--- src/rtl/xbar_tile_ctrl_if.sv ---
// Sequencer/crossbar-facing signal bundle for the tile controller.
// The master side drives requests and crossbar status; the slave side is the controller.
interface xbar_tile_ctrl_if #(
    parameter int NUM_DST = 4,
    parameter int CNT_W   = 16
);
    logic               start;
    logic [CNT_W-1:0]   num_cycles;
    logic               abort;
    logic               xbar_busy;
    logic [NUM_DST-1:0] xbar_out_valid;
    logic               ready;
    logic               pe_en;
    logic               tile_done;
    logic               drain_err;
    logic [CNT_W-1:0]   stall_cycles;

    modport master (
        output start, num_cycles, abort, xbar_busy, xbar_out_valid,
        input  ready, pe_en, tile_done, drain_err, stall_cycles
    );

    modport slave (
        input  start, num_cycles, abort, xbar_busy, xbar_out_valid,
        output ready, pe_en, tile_done, drain_err, stall_cycles
    );
endinterface

--- src/rtl/xbar_tile_ctrl.sv ---
// Tile sequencer: issues N enabled product cycles under crossbar backpressure,
// waits for the crossbar output FIFOs to drain and stay quiet, then pulses done.
module xbar_tile_ctrl #(
    parameter int NUM_DST   = 4,
    parameter int CNT_W     = 16,
    parameter int QUIET     = 2,
    parameter int MAX_DRAIN = 64
) (
    input logic             clock,
    input logic             reset,
    xbar_tile_ctrl_if.slave ctl
);
    localparam int QW = $clog2(QUIET + 1);
    localparam int DW = $clog2(MAX_DRAIN + 1);
    localparam logic [QW-1:0] QUIET_LAST = QW'(QUIET - 1);
    localparam logic [DW-1:0] DRAIN_LAST = DW'(MAX_DRAIN - 1);

    typedef enum logic [1:0] {IDLE, RUN, DRAIN, DONE} state_t;

    state_t           state_q, state_d;
    logic [CNT_W-1:0] n_q, n_d;
    logic [CNT_W-1:0] issue_q, issue_d;
    logic [CNT_W-1:0] stall_q, stall_d;
    logic             err_q, err_d;
    logic [QW-1:0]    quiet_q, quiet_d;
    logic [DW-1:0]    drain_q, drain_d;
    logic             pe_en, tile_done, ready, ov_zero;
    logic [CNT_W-1:0] n_last;

    assign n_last  = n_q - 1'b1;
    assign ov_zero = (ctl.xbar_out_valid == '0);

    always_ff @(posedge clock) begin
        if (reset) begin
            state_q <= IDLE;
            n_q     <= '0;
            issue_q <= '0;
            stall_q <= '0;
            err_q   <= 1'b0;
            quiet_q <= '0;
            drain_q <= '0;
        end else begin
            state_q <= state_d;
            n_q     <= n_d;
            issue_q <= issue_d;
            stall_q <= stall_d;
            err_q   <= err_d;
            quiet_q <= quiet_d;
            drain_q <= drain_d;
        end
    end

    // Drain counters default to zero so they are clean on every entry to DRAIN.
    always_comb begin
        state_d   = state_q;
        n_d       = n_q;
        issue_d   = issue_q;
        stall_d   = stall_q;
        err_d     = err_q;
        quiet_d   = '0;
        drain_d   = '0;
        pe_en     = 1'b0;
        tile_done = 1'b0;
        ready     = 1'b0;
        unique case (state_q)
            IDLE: begin
                ready = 1'b1;
                if (ctl.start) begin
                    n_d     = ctl.num_cycles;
                    issue_d = '0;
                    stall_d = '0;
                    err_d   = 1'b0;
                    state_d = (ctl.num_cycles != '0) ? RUN : DRAIN;
                end
            end
            RUN: begin
                if (ctl.abort) begin
                    state_d = IDLE;
                end else if (ctl.xbar_busy) begin
                    if (stall_q != '1) stall_d = stall_q + 1'b1;
                end else begin
                    pe_en   = 1'b1;
                    issue_d = issue_q + 1'b1;
                    if (issue_q == n_last) state_d = DRAIN;
                end
            end
            DRAIN: begin
                if (ctl.abort) begin
                    state_d = IDLE;
                end else begin
                    quiet_d = ov_zero ? quiet_q + 1'b1 : '0;
                    drain_d = drain_q + 1'b1;
                    // Quiet completion takes priority over a coincident timeout.
                    if (ov_zero && quiet_q == QUIET_LAST) begin
                        state_d = DONE;
                    end else if (drain_q == DRAIN_LAST) begin
                        err_d   = 1'b1;
                        state_d = DONE;
                    end
                end
            end
            DONE: begin
                tile_done = !ctl.abort;
                state_d   = IDLE;
            end
            default: state_d = IDLE;
        endcase
    end

    assign ctl.ready        = ready;
    assign ctl.pe_en        = pe_en;
    assign ctl.tile_done    = tile_done;
    assign ctl.drain_err    = err_q;
    assign ctl.stall_cycles = stall_q;
endmodule

--- src/flat_wrapper.sv ---
// flat-port wrapper written by rule: the top's interface ports become plain ports
module xbar_tile_ctrl_flat 
#(
    parameter int NUM_DST   = 4,
    parameter int CNT_W     = 16,
    parameter int QUIET     = 2,
    parameter int MAX_DRAIN = 64
)
  (clock, reset, ctl_start, ctl_num_cycles, ctl_abort, ctl_xbar_busy, ctl_xbar_out_valid, ctl_ready, ctl_pe_en, ctl_tile_done, ctl_drain_err, ctl_stall_cycles);
  xbar_tile_ctrl_if #(.NUM_DST(NUM_DST), .CNT_W(CNT_W)) ctl_i ();
  input logic clock;
  input logic reset;
  input wire logic [$bits(ctl_i.start)-1:0] ctl_start;
  input wire logic [$bits(ctl_i.num_cycles)-1:0] ctl_num_cycles;
  input wire logic [$bits(ctl_i.abort)-1:0] ctl_abort;
  input wire logic [$bits(ctl_i.xbar_busy)-1:0] ctl_xbar_busy;
  input wire logic [$bits(ctl_i.xbar_out_valid)-1:0] ctl_xbar_out_valid;
  output wire logic [$bits(ctl_i.ready)-1:0] ctl_ready;
  output wire logic [$bits(ctl_i.pe_en)-1:0] ctl_pe_en;
  output wire logic [$bits(ctl_i.tile_done)-1:0] ctl_tile_done;
  output wire logic [$bits(ctl_i.drain_err)-1:0] ctl_drain_err;
  output wire logic [$bits(ctl_i.stall_cycles)-1:0] ctl_stall_cycles;
  assign ctl_i.start = ctl_start;
  assign ctl_i.num_cycles = ctl_num_cycles;
  assign ctl_i.abort = ctl_abort;
  assign ctl_i.xbar_busy = ctl_xbar_busy;
  assign ctl_i.xbar_out_valid = ctl_xbar_out_valid;
  assign ctl_ready = ctl_i.ready;
  assign ctl_pe_en = ctl_i.pe_en;
  assign ctl_tile_done = ctl_i.tile_done;
  assign ctl_drain_err = ctl_i.drain_err;
  assign ctl_stall_cycles = ctl_i.stall_cycles;
  xbar_tile_ctrl #(.NUM_DST(NUM_DST), .CNT_W(CNT_W), .QUIET(QUIET), .MAX_DRAIN(MAX_DRAIN)) u_core (.clock(clock), .reset(reset), .ctl(ctl_i));
endmodule
--- config.mk ---
export PLATFORM = sky130hd
export DESIGN_NAME = xbar_tile_ctrl_flat
export DESIGN_NICKNAME = d
export VERILOG_FILES = /design/src/rtl/xbar_tile_ctrl_if.sv /design/src/rtl/xbar_tile_ctrl.sv /design/src/flat_wrapper.sv
export SDC_FILE = /design/constraint.sdc
export NUM_CORES = 1
export LEC_CHECK = 0
export ABC_AREA = 1
export CORE_AREA = 2 2 59 117
export CTS_CLUSTER_DIAMETER = 60
export CTS_CLUSTER_SIZE = 25
export DETAILED_ROUTE_END_ITERATION = 16
export DIE_AREA = 0 0 61 119
export HOLD_SLACK_MARGIN = 0.05
export PLACE_DENSITY_LB_ADDON = 0.1
export SYNTH_ARGS = -nofsm -noshare
export SYNTH_HDL_FRONTEND = slang
export SYNTH_SLANG_ARGS = --single-unit
--- constraint.sdc ---
create_clock -name clock -period 2.4 [get_ports clock]
set_input_delay 0.24 -clock clock [delete_from_list [all_inputs] [get_ports clock]]
set_output_delay 0.24 -clock clock [all_outputs]
set_load 0.05 [all_outputs]
### After elaboration in Yosys (flattened, before gate mapping)

Index checks and enable logic that the tools add are counted.

* register bits: 60
* input bits: 25
* output and inout bits: 20
* word-level logic and storage cells: 73

* add/subtract/negate cells: 5
* equality and inequality tests: 18
* mux-type cells: 27
* bitwise logic cells: 2
* reduce and logical (&&, ||, !) cells: 14

Operator list (count)
* $mux 16: 6
* $pmux 16 s2: 2
* $add 16x1->16 const B: 2
* $eq 16x16->1: 1
* $mux 2: 8
* $ne 16x16->1 const B: 1
* $reduce_bool 16->1: 1
* $sub 16x1->16 const B: 1
* $ne 2x2->1 const B: 6
* $reduce_and 5->1: 2
* $mux 1: 9
* $pmux 2 s4: 1
* $reduce_and 4->1: 2
* $add 7x1->7 const B: 1
* $eq 7x6->1 const B: 1
* $eq 2x1->1 const B: 2
* $eq 2x2->1 const B: 2
* $logic_not 4->1: 1
* $ne 2x1->1 const B: 2
* $ne 4x2->1 const B: 1
* $reduce_bool 2->1: 2
* $reduce_or 4->1: 1
* $ne 3x2->1 const B: 1
* $ne 3x3->1 const B: 1
* 8 further kinds: 9

### Logic depth before layout (Yosys ltp)

Gate-level depths: netlist (run 1).

* depth in word-level cells: 6
* mapped depth: 16
* mapped depth without buffers: 16

### Worst setup path before layout (run 1)

No wires, ideal clock.

* kind: reg-to-reg
* start: reg u_core.stall_q[0], in the netlist u_core.ctl.stall_cycles[0]
* end: reg u_core.stall_q[3], in the netlist u_core.ctl.stall_cycles[3]
* setup time: 0.146 ns
* data arrival time: 1.880 ns
* required time: 2.254 ns
* setup slack: 0.374 ns
* stages on the path, launching flop included: 12
* buffers on the path: 1
* period minus slack after synthesis: 2.026 ns
* path through: dfxtp_1 ha_1 nand2_1 inv_1 nand3_1 nor2_1 nand4_1 nand2_2 buf_6 nor2_4 o21ai_1 a21oi_1

* cells in the longest elaborated chain, start to end: 5
* elaborated cells between the ends (all ways): 8
* those cells by class: add/sub (1); eq/ne (2); mux (4); reduce/logical (1)

Ends and longest elaborated chain
* start: declaration: RTL line xbar_tile_ctrl.sv:23 `logic [CNT_W-1:0] stall_q, stall_d;`
* start signal: assignment: RTL line xbar_tile_ctrl.sv:46 `stall_q <= stall_d;`
* $add 16x1->16: RTL line xbar_tile_ctrl.sv:80 `if (stall_q != '1) stall_d = stall_q + 1'b1;`
* $mux 16: RTL line xbar_tile_ctrl.sv:80
* $mux 16: RTL line xbar_tile_ctrl.sv:79 `end else if (ctl.xbar_busy) begin`
* $mux 16: RTL line xbar_tile_ctrl.sv:77 `if (ctl.abort) begin`
* $pmux 16 s2: RTL line xbar_tile_ctrl.sv:65 `unique case (state_q)`

Several ways; a longest one is shown, not always the timed one. The select of a mux whose other input is x is not followed.
A chain may end at the register's enable or synchronous reset.

### Worst setup path after layout (run 1)

* start: reg u_core.state_q[0]
* end: reg u_core.stall_q[8], in the netlist u_core.ctl.stall_cycles[8]

* cells in the longest elaborated chain, start to end: 3
* elaborated cells between the ends (all ways): 9
* those cells by class: eq/ne (5); mux (1); reduce/logical (3)

Ends and longest elaborated chain
* start: declaration: RTL line xbar_tile_ctrl.sv:20 `state_t state_q, state_d;`
* start signal: assignment: RTL line xbar_tile_ctrl.sv:43 `state_q <= state_d;`
* $eq 2x1->1 / $logic_not 2->1 (equally long branches): RTL line xbar_tile_ctrl.sv:65
* $ne 2x1->1 (no source line) (tied with other cells)
* $reduce_and 5->1 (no source line)

Several ways; a longest one is shown, not always the timed one.

==> flow_metrics.env, run 1 <==
export IMPL_grt_max_degree=25
export IMPL_setup_viol=0
export IMPL_ys_warn_count=0
export IMPL_max_cap_violations=0
export IMPL_clk_path_buf_depth=2
export IMPL_hold_viol_final=0
export IMPL_powerDensity_nw_per_um2=1000
export IMPL_final_max_slew_violation_count=0
export IMPL_synth_edf_count=0
export IMPL_cts_root_buf="clkbuf_16"
export IMPL_wl_met2_um=3870
export IMPL_dp_cells=648
export IMPL_max_slew_margin=0.615
export IMPL_postCtsSetupBuffers=0
export IMPL_yosysMostFrequentCell="nand2_1"
export IMPL_cts_sinks=60
export IMPL_htreeDepth=3
export IMPL_fin_tns_setup_ns=0
export IMPL_end_kind="register"
export IMPL_area_delta_synth_final_pct=23.7
export IMPL_netlist_cell_type_count=37
export IMPL_dr_pass1_iters=4
export IMPL_status="complete, no violations"
export IMPL_clock_latency_ns=0.33
export IMPL_rsz0062_at_grt="no"
export IMPL_synth_nets=548
export IMPL_synth_area_um2=3500
export IMPL_wirelength_um=8010
export IMPL_ir_drop_v=0.00118
export IMPL_avgSynthCellArea_um2=6.76
export IMPL_ys_seq_area_frac=0.343
export IMPL_start_kind="register"
export IMPL_crit_fanout=12
export IMPL_finalCritPeriodShare=0.867
export IMPL_synthCells=518
export IMPL_drc_errors=0
export IMPL_grt_overflow=0
export IMPL_fin_worst_skew_ns=0.00547
export IMPL_gp_congestion=0.877
export IMPL_core_area_um2=6460
export IMPL_synth_largest_area_cell="dfxtp_1"
export IMPL_top_layer="met4"
export IMPL_tightestPinTransition_ns=0.577
export IMPL_io_buffers=44
export IMPL_rows=42
export IMPL_final_antenna_net_count=0
export IMPL_netlist_area_leader_share=0.343
export IMPL_ioPinCount=45
export IMPL_synth_area_leaders="dfxtp_1 (34%), nand2_1 (11%), nor2_1 (8.0%)"
export IMPL_clk_pin_slew_ns=0.06
export IMPL_synth_flop_cell="dfxtp_1"
export IMPL_critPathRequiredTime_ns=2.62
export IMPL_grt_pass1_wl_um=13700
export IMPL_dr_total_vias=3388
export IMPL_wl_met3_um=360
export IMPL_worstPathArrival_ns=2.30
export IMPL_die_h_um=119
export IMPL_dp_hpwl_um=6140
export IMPL_final_min_clock_period_ns=2.08
export IMPL_fmax_mhz=481
export IMPL_power_mw=4.34
export IMPL_cts_tree="yes"
export IMPL_hold_slack_ns=0.421
export IMPL_dieArea_um2=7260
export IMPL_drive_above_1_share=0.101
export IMPL_die_x_um=61
export IMPL_final_cells=664
export IMPL_ys_seq_elements=60
export IMPL_antenna_found_initial=0
export IMPL_viasPerCell=5.10
export IMPL_final_nets=601
export IMPL_drtIter0Drc=190
export IMPL_wl_per_cell_um=12.1
export IMPL_crit_type="reg2reg"
export IMPL_hold_buffers=0
export IMPL_start_util=0.541
export IMPL_track_usage=0.246
export IMPL_min_path_type="reg2reg"
export IMPL_cts_resized=0
export IMPL_wl_met1_um=3660
export IMPL_p_leak_nw=1.74
export IMPL_grt_pass1_vias=3128
export IMPL_antennaDiodeCount=0
export IMPL_synthArstFlopShare=0
export IMPL_synth_common_cells="nand2_1 (104), nor2_1 (75), inv_1 (63)"
export IMPL_cts_made_buffers=9
-- sequential cells by signal (all words and copies together), names as in the netlist --
register                 count
u_core.n_q                  16
u_core.ctl.drain_err         1
u_core.state_q               2
u_core.ctl.stall_cycles     16
u_core.drain_q               7
u_core.issue_q              16
u_core.quiet_q               2
-- per-stage QoR --
| step | area [um^2] | util | setup slack, ns |
|---|---|---|---|
| after global routing | 4330 | 0.670 | 0.0874 |
| after floorplan | 3500 | - | 0.374 |
| final | 4330 | 0.670 | 0.319 |
| after global placement | 4040 | 0.625 | 0.318 |
| after CTS | 4330 | 0.670 | 0.333 |
| after detailed placement | 4040 | 0.625 | 0.245 |
-- power by group --
part           switching, mW  total (mW)  internal, mW
combinational           1.21        1.84         0.628
clock                  0.480        1.21         0.732
sequential             0.163        1.29          1.13
-- final timing paths --
| kind | start | end | slack, ns | cells after the start |
|---|---|---|---|---|
| worst max-delay path | u_core.state_q[0] | u_core.ctl.stall_cycles[8] | 0.32 | 11 |
| worst min-delay path | u_core.quiet_q[0] | u_core.quiet_q[0] | 0.42 | 1 |
| worst max register to register | u_core.state_q[0] | u_core.ctl.stall_cycles[8] | 0.32 | 11 |
| worst min register to register | u_core.quiet_q[0] | u_core.quiet_q[0] | 0.42 | 1 |
-- area by class of cell --
cell class | instances | area [um^2]
clock buffer | 10 | 239
clock inverter | 6 | 48.8
fill | 606 | 2130
inverter | 72 | 275
multi-input combinational | 378 | 1980
sequential | 60 | 1200
tap | 88 | 110
timing repair buffer | 50 | 480
-- critical path, stage by stage, from the launching register on --
cell,delay [ns]
dfxtp_1,0.44
inv_2,0.08
nor2_4,0.13
inv_2,0.12
nor2_4,0.12
inv_2,0.06
a21oi_2,0.14
nand2_2,0.20
inv_2,0.24
nand2_1,0.14
o21ai_1,0.21
a2bb2oi_1,0.08
-- layout by cell type, fill, tap and decap left out, types with 11 or more instances in the layout --
cell type / instances
a21oi_1: 43
inv_1: 63
nand3_1: 34
xor2_1: 11
nand2_1: 104
nor3_1: 11
o21ai_0: 29
nor2_1: 75
clkdlybuf4s50_1: 42
dfxtp_1: 60
-- metal layers --
layer,vias to the layer above,track usage
met5,-,0
met4,0,0.0802
met3,10,0.0619
met2,57,0.392
met1,1532,0.317
li1,1789,-
-- logic make-up (layout without fill, tap and decap cells) --
kind of cell	Yosys count	in the layout	share of synthesized area
AOI/OAI and AO/OA	88	88	0.140
buffers and inverters	80	138	0.0922
adders and majority gates	5	5	0.0179
xor gates and xnor gates	21	21	0.0526
and+or+nand+nor	264	264	0.354
DFF	60	60	0.343
Power figures use the tool's default switching activity.
==> run 2: changes to the inputs <==
--- a/config.mk
+++ b/config.mk
@@ -5,12 +5,12 @@
 export SDC_FILE = /design/constraint.sdc
 export NUM_CORES = 1
 export LEC_CHECK = 0
-export ABC_AREA = 1
-export CORE_AREA = 2 2 59 117
+export CORE_AREA = 2 2 58 114
+export CTS_BUF_LIST = sky130_fd_sc_hd__clkbuf_16
 export CTS_CLUSTER_DIAMETER = 60
 export CTS_CLUSTER_SIZE = 25
 export DETAILED_ROUTE_END_ITERATION = 16
-export DIE_AREA = 0 0 61 119
+export DIE_AREA = 0 0 60 116
 export HOLD_SLACK_MARGIN = 0.05
 export PLACE_DENSITY_LB_ADDON = 0.1
 export SYNTH_ARGS = -nofsm -noshare
==> run 2 against run 1 <==
Worst hold slack gained 0.00061 ns. Die area fell by 4.1%. Largest power group is now the clock network. Wire length fell by 5.9%. Cell count decreased by 21%.
==> flow_metrics.env, run 2 <==
export IMPL_crit_fanout=8
export IMPL_ys_seq_area_frac=0.380
export IMPL_clk_path_buf_depth=2
export IMPL_synthArstFlopShare=0
export IMPL_antenna_found_initial=0
export IMPL_die_x_um=60
export IMPL_critPathSlowestCell="nor3b_2"
export IMPL_netlist_area_leader_share=0.380
export IMPL_avgSynthCellArea_um2=8.21
export IMPL_cpLargestDelayFamily="simple AND/OR/NAND/NOR gates"
export IMPL_crit_path_max_incr_delay_ns=0.46
export IMPL_critPathRequiredTime_ns=2.60
export IMPL_hold_start="u_core.quiet_q[0]"
export IMPL_antennaDiodeCount=0
export IMPL_grt_pass1_vias=2773
export IMPL_synth_nets=415
export IMPL_power_mw=2.88
export IMPL_max_slew_margin=0.594
export IMPL_ys_warn_count=0
export IMPL_fin_tns_setup_ns=0
export IMPL_mostFrequentLayoutCells="dfxtp_1 (60), nand2_1 (49), nor2_1 (44)"
export IMPL_wirelength_um=7540
export IMPL_ioPinCount=45
export IMPL_io_buffers=44
export IMPL_end_kind="register"
export IMPL_ir_drop_v=0.000503
export IMPL_gp_congestion=0.863
export IMPL_final_max_slew_violation_count=0
export IMPL_finalCritPeriodShare=0.906
export IMPL_cts_resized=0
export IMPL_htreeDepth=3
export IMPL_core_area_um2=6060
export IMPL_clk_pin_slew_ns=0.05
export IMPL_die_h_um=116
export IMPL_cts_sinks=60
export IMPL_synth_edf_count=0
export IMPL_worstPathArrival_ns=2.38
export IMPL_final_common_cell="dfxtp_1"
export IMPL_yosysMostFrequentCell="dfxtp_1"
export IMPL_synth_common_cells="dfxtp_1 (60), nand2_1 (49), nor2_1 (44)"
export IMPL_start_util=0.522
export IMPL_drtIter0Drc=143
export IMPL_synth_largest_area_cell="dfxtp_1"
export IMPL_dr_total_vias=2854
export IMPL_cts_root_buf="clkbuf_16"
export IMPL_min_path_type="reg2reg"
export IMPL_grt_max_degree=23
export IMPL_final_min_clock_period_ns=2.17
export IMPL_track_usage=0.240
export IMPL_hold_viol_final=0
export IMPL_area_delta_synth_final_pct=28.5
export IMPL_grt_pass1_wl_um=12400
export IMPL_synth_area_leaders="dfxtp_1 (38%), xor2_1 (6.7%), xnor2_1 (6.1%)"
export IMPL_worst_r2r_cell_count=8
export IMPL_hold_buffers=0
export IMPL_cts_made_buffers=9
export IMPL_r2r_start="u_core.n_q[1]"
export IMPL_rows=40
export IMPL_final_nets=467
export IMPL_final_antenna_net_count=0
export IMPL_rsz0062_at_grt="no"
export IMPL_crit_type="reg2reg"
export IMPL_cts_tree="yes"
export IMPL_synth_area_um2=3160
export IMPL_p_leak_nw=1.47
export IMPL_grt_overflow=0
export IMPL_crit_buf_inv=1
export IMPL_status="complete, no violations"
export IMPL_drive_above_1_share=0.0882
export IMPL_fmax_mhz=460
export IMPL_postCtsSetupBuffers=0
export IMPL_min_to="u_core.quiet_q[0]"
export IMPL_dr_pass1_iters=4
export IMPL_setup_viol=0
export IMPL_whs_path_depth=1
export IMPL_ys_seq_elements=60
export IMPL_dp_hpwl_um=5810
export IMPL_r2r_setup_slack_ns=0.23
export IMPL_wl_per_cell_um=14.3
export IMPL_synth_flop_cell="dfxtp_1"
export IMPL_synthCells=385
export IMPL_tightestPinTransition_ns=0.609
export IMPL_netlist_cell_type_count=52
export IMPL_viasPerCell=5.43
export IMPL_crit_chain="inv_1 > ha_1 > nor3b_2 > a31oi_1 > a211oi_1 > nand4b_4 > nor4_2 > o41ai_1"
export IMPL_dieArea_um2=6960
export IMPL_drc_errors=0
export IMPL_max_cap_violations=0
export IMPL_rr_endpoint="u_core.state_q[0]"
export IMPL_powerDensity_nw_per_um2=710
export IMPL_clock_latency_ns=0.33
export IMPL_start_kind="register"
export IMPL_fin_worst_skew_ns=0.00479
-- run 2: through the flow --
stage	std cells	area, um^2	setup slack, ns	utilization	hold slack, ns
2_1_floorplan	385	3160	0.0331	-	0.346
3_3_place_gp	510	3730	0.294	0.616	0.415
3_5_place_dp	510	3730	0.227	0.616	0.416
4_1_cts	526	4060	0.245	0.671	0.424
5_1_grt	526	4060	0.0440	0.671	0.458
6_report	526	4060	0.226	0.671	0.422
-- run 2: final cells by class --
cell class | instances | area, um^2
clock buffer | 9 | 225
clock inverter | 7 | 106
fill | 544 | 1990
inverter | 10 | 37.5
multi-input combinational | 302 | 1860
sequential | 60 | 1200
tap | 84 | 105
timing repair buffer | 54 | 523
-- run 2: routing by layer --
metal	share of wire	global-route usage
met5	0	0
met4	0.040	0.144
met3	0.035	0.0558
met2	0.55	0.430
met1	0.38	0.239
-- run 2: worst max-delay path by stage --
stage | endpoint | cells after the start | from
2_1_floorplan | u_core.ctl.stall_cycles[12] | 7 | u_core.state_q[1]
3_3_place_gp | u_core.ctl.stall_cycles[15] | 6 | ctl_start
6_report | u_core.state_q[0] | 8 | u_core.n_q[1]
4_1_cts | u_core.state_q[0] | 8 | u_core.n_q[1]
5_1_grt | u_core.state_q[0] | 8 | u_core.n_q[1]
3_5_place_dp | u_core.ctl.stall_cycles[9] | 6 | ctl_start
-- run 2: where the power goes --
group	internal [mW]	switching, mW	leakage (nW)
Sequential	1.02	0.0437	0.486
Combinational	0.175	0.207	0.817
Clock	0.999	0.436	0.166
-- run 2: cells by family after synthesis --
| family | Yosys count | synth area share |
|---|---|---|
| DFF | 60 | 0.380 |
| muxes | 2 | 0.00633 |
| xor gates and xnor gates | 46 | 0.127 |
| buffers and inverters | 23 | 0.0305 |
| adders and majority gates | 5 | 0.0198 |
| AOI/OAI and AO/OA | 67 | 0.130 |
| and+or+nand+nor | 182 | 0.306 |
==> run 3: changes to the inputs <==
--- a/config.mk
+++ b/config.mk
@@ -12,7 +12,7 @@
 export DETAILED_ROUTE_END_ITERATION = 16
 export DIE_AREA = 0 0 60 116
 export HOLD_SLACK_MARGIN = 0.05
-export PLACE_DENSITY_LB_ADDON = 0.1
+export PLACE_DENSITY = 0.76
 export SYNTH_ARGS = -nofsm -noshare
 export SYNTH_HDL_FRONTEND = slang
 export SYNTH_SLANG_ARGS = --single-unit
==> run 3 against run 2 <==
Wire length increased by 2.6%. Utilization down 1.4 points. Sequential cell count did not move. Clock skew is 0.0011 ns higher.
==> flow_metrics.env, run 3 (synthesis results as in run 2) <==
export IMPL_clk_pin_slew_ns=0.05
export IMPL_power_mw=2.58
export IMPL_dp_cells=509
export IMPL_core_area_um2=6060
export IMPL_p_comb_frac=0.152
export IMPL_setup_viol=0
export IMPL_rsz0062_at_grt="no"
export IMPL_drive_above_1_share=0.0862
export IMPL_wirelength_um=7730
export IMPL_finalCritPeriodShare=0.867
export IMPL_antennaDiodeCount=0
export IMPL_antenna_found_initial=0
export IMPL_powerDensity_nw_per_um2=648
export IMPL_postLayoutCellArea_um2=3980
export IMPL_rows=40
export IMPL_cts_sinks=60
export IMPL_min_path_type="reg2reg"
export IMPL_final_common_cell="dfxtp_1"
export IMPL_gp_congestion=0.856
export IMPL_final_cells=525
export IMPL_io_buffers=44
export IMPL_fin_tns_setup_ns=0
export IMPL_max_slew_margin=0.610
export IMPL_die_x_um=60
export IMPL_cts_root_buf="clkbuf_16"
export IMPL_worstPathArrival_ns=2.30
export IMPL_final_antenna_net_count=0
export IMPL_cts_resized=0
export IMPL_power_switching_uw=698
export IMPL_seqPwrFrac=0.415
export IMPL_dieArea_um2=6960
export IMPL_whs_path_depth=1
export IMPL_crit_path_max_incr_delay_ns=0.45
export IMPL_fmax_mhz=481
export IMPL_crit_fanout=6
export IMPL_end_kind="register"
export IMPL_dr_total_vias=2863
export IMPL_start_kind="register"
export IMPL_dp_hpwl_um=5860
export IMPL_tightestPinTransition_ns=0.584
export IMPL_die_h_um=116
export IMPL_ioPinCount=45
export IMPL_drc_errors=0
export IMPL_grt_pass1_wl_um=13000
export IMPL_final_max_slew_violation_count=0
export IMPL_fin_worst_skew_ns=0.00585
export IMPL_area_delta_synth_final_pct=25.8
export IMPL_crit_type="reg2reg"
export IMPL_grt_max_degree=30
export IMPL_p_int_mw=1.88
export IMPL_mostFrequentLayoutCells="dfxtp_1 (60), nand2_1 (49), nor2_1 (44)"
export IMPL_p_leak_nw=1.42
export IMPL_critPathRequiredTime_ns=2.62
export IMPL_max_cap_violations=0
export IMPL_final_min_clock_period_ns=2.08
export IMPL_final_nets=466
export IMPL_cts_made_buffers=9
export IMPL_worst_r2r_cell_count=8
export IMPL_clock_latency_ns=0.33
export IMPL_crit_chain="inv_1 > ha_1 > xnor2_1 > a311o_2 > nor3_2 > nand4b_4 > nor4_2 > o41ai_1"
export IMPL_hold_slack_ns=0.425
export IMPL_drtIter0Drc=134
export IMPL_hold_buffers=0
export IMPL_place_area_um2=3710
export IMPL_viasPerCell=5.45
export IMPL_grt_pass1_vias=2843
export IMPL_htreeDepth=3
export IMPL_hold_viol_final=0
export IMPL_cts_tree="yes"
export IMPL_p_sw_frac=0.271
export IMPL_status="complete, no violations"
export IMPL_wl_per_cell_um=14.7
export IMPL_ir_drop_v=0.000516
export IMPL_clockPowerShare=0.433
export IMPL_track_usage=0.253
export IMPL_dr_pass1_iters=4
export IMPL_critPathSlowestCell="dfxtp_1"
export IMPL_start_util=0.522
export IMPL_postCtsSetupBuffers=0
export IMPL_grt_overflow=0
export IMPL_clk_path_buf_depth=2
==> run 3: cell count changes in the layout (fill, tap and decap cells not counted), sizes merged <==
cell | before | now
clkinvlp | 0 | 1
bufinv | 3 | 0
buf | 12 | 11
clkinv | 3 | 6
inv | 11 | 10
==> run 3: final cells by class <==
cell class              instances  area, um^2
well taps                      84         105
clock inverters                 7        33.8
fillers                       535        2080
flip-flops and latches         60        1200
repair buffers                 53         503
multi-input cells             302        1870
clock buffers                   9         225
inverters                      10        37.5
==> run 3: final timing paths <==
kind                                   startpoint           endpoint  slack [ns]
worst min-delay path            u_core.quiet_q[0]  u_core.quiet_q[0]        0.42
worst max register to register      u_core.n_q[0]  u_core.state_q[0]        0.32
worst min register to register  u_core.quiet_q[0]  u_core.quiet_q[0]        0.42
worst max-delay path                u_core.n_q[0]  u_core.state_q[0]        0.32
==> run 3: power groups by stage <==
stage                     sequential (mW)  combinational, mW  clock, mW
after global placement               1.08              0.378          0
after CTS                            1.07              0.388       1.14
after detailed placement             1.09              0.386          0
final                                1.07              0.392       1.12
after floorplan                      1.08              0.263          0
after global routing                 1.07              0.426       1.19
==> run 3: metal layers <==
layer	part of all wire	track usage	vias up
met1	0.37	0.243	1319
li1	-	-	1450
met3	0.033	0.0592	21
met4	0.041	0.160	0
met2	0.56	0.457	73
met5	0	0	-
==> run 3: worst max-delay path: cells and delay by family, from the launching register on <==
family	cells	cell delay, ns
XOR/XNOR	1	0.13
AO/OA/AOI/OAI	2	0.46
buffers and inverters	1	0.07
adder cells (fa/ha/maj)	1	0.31
flip-flops	1	0.45
AND/OR/NAND/NOR	3	0.54
==> run 3: metrics by stage <==
| step | util | worst slack [ns] |
|---|---|---|
| after detailed placement | 0.613 | 0.202 |
| final | 0.656 | 0.320 |
| after CTS | 0.655 | 0.247 |
| after global placement | 0.613 | 0.283 |
| after global routing | 0.656 | 0.0842 |
| after floorplan | - | 0.0331 |
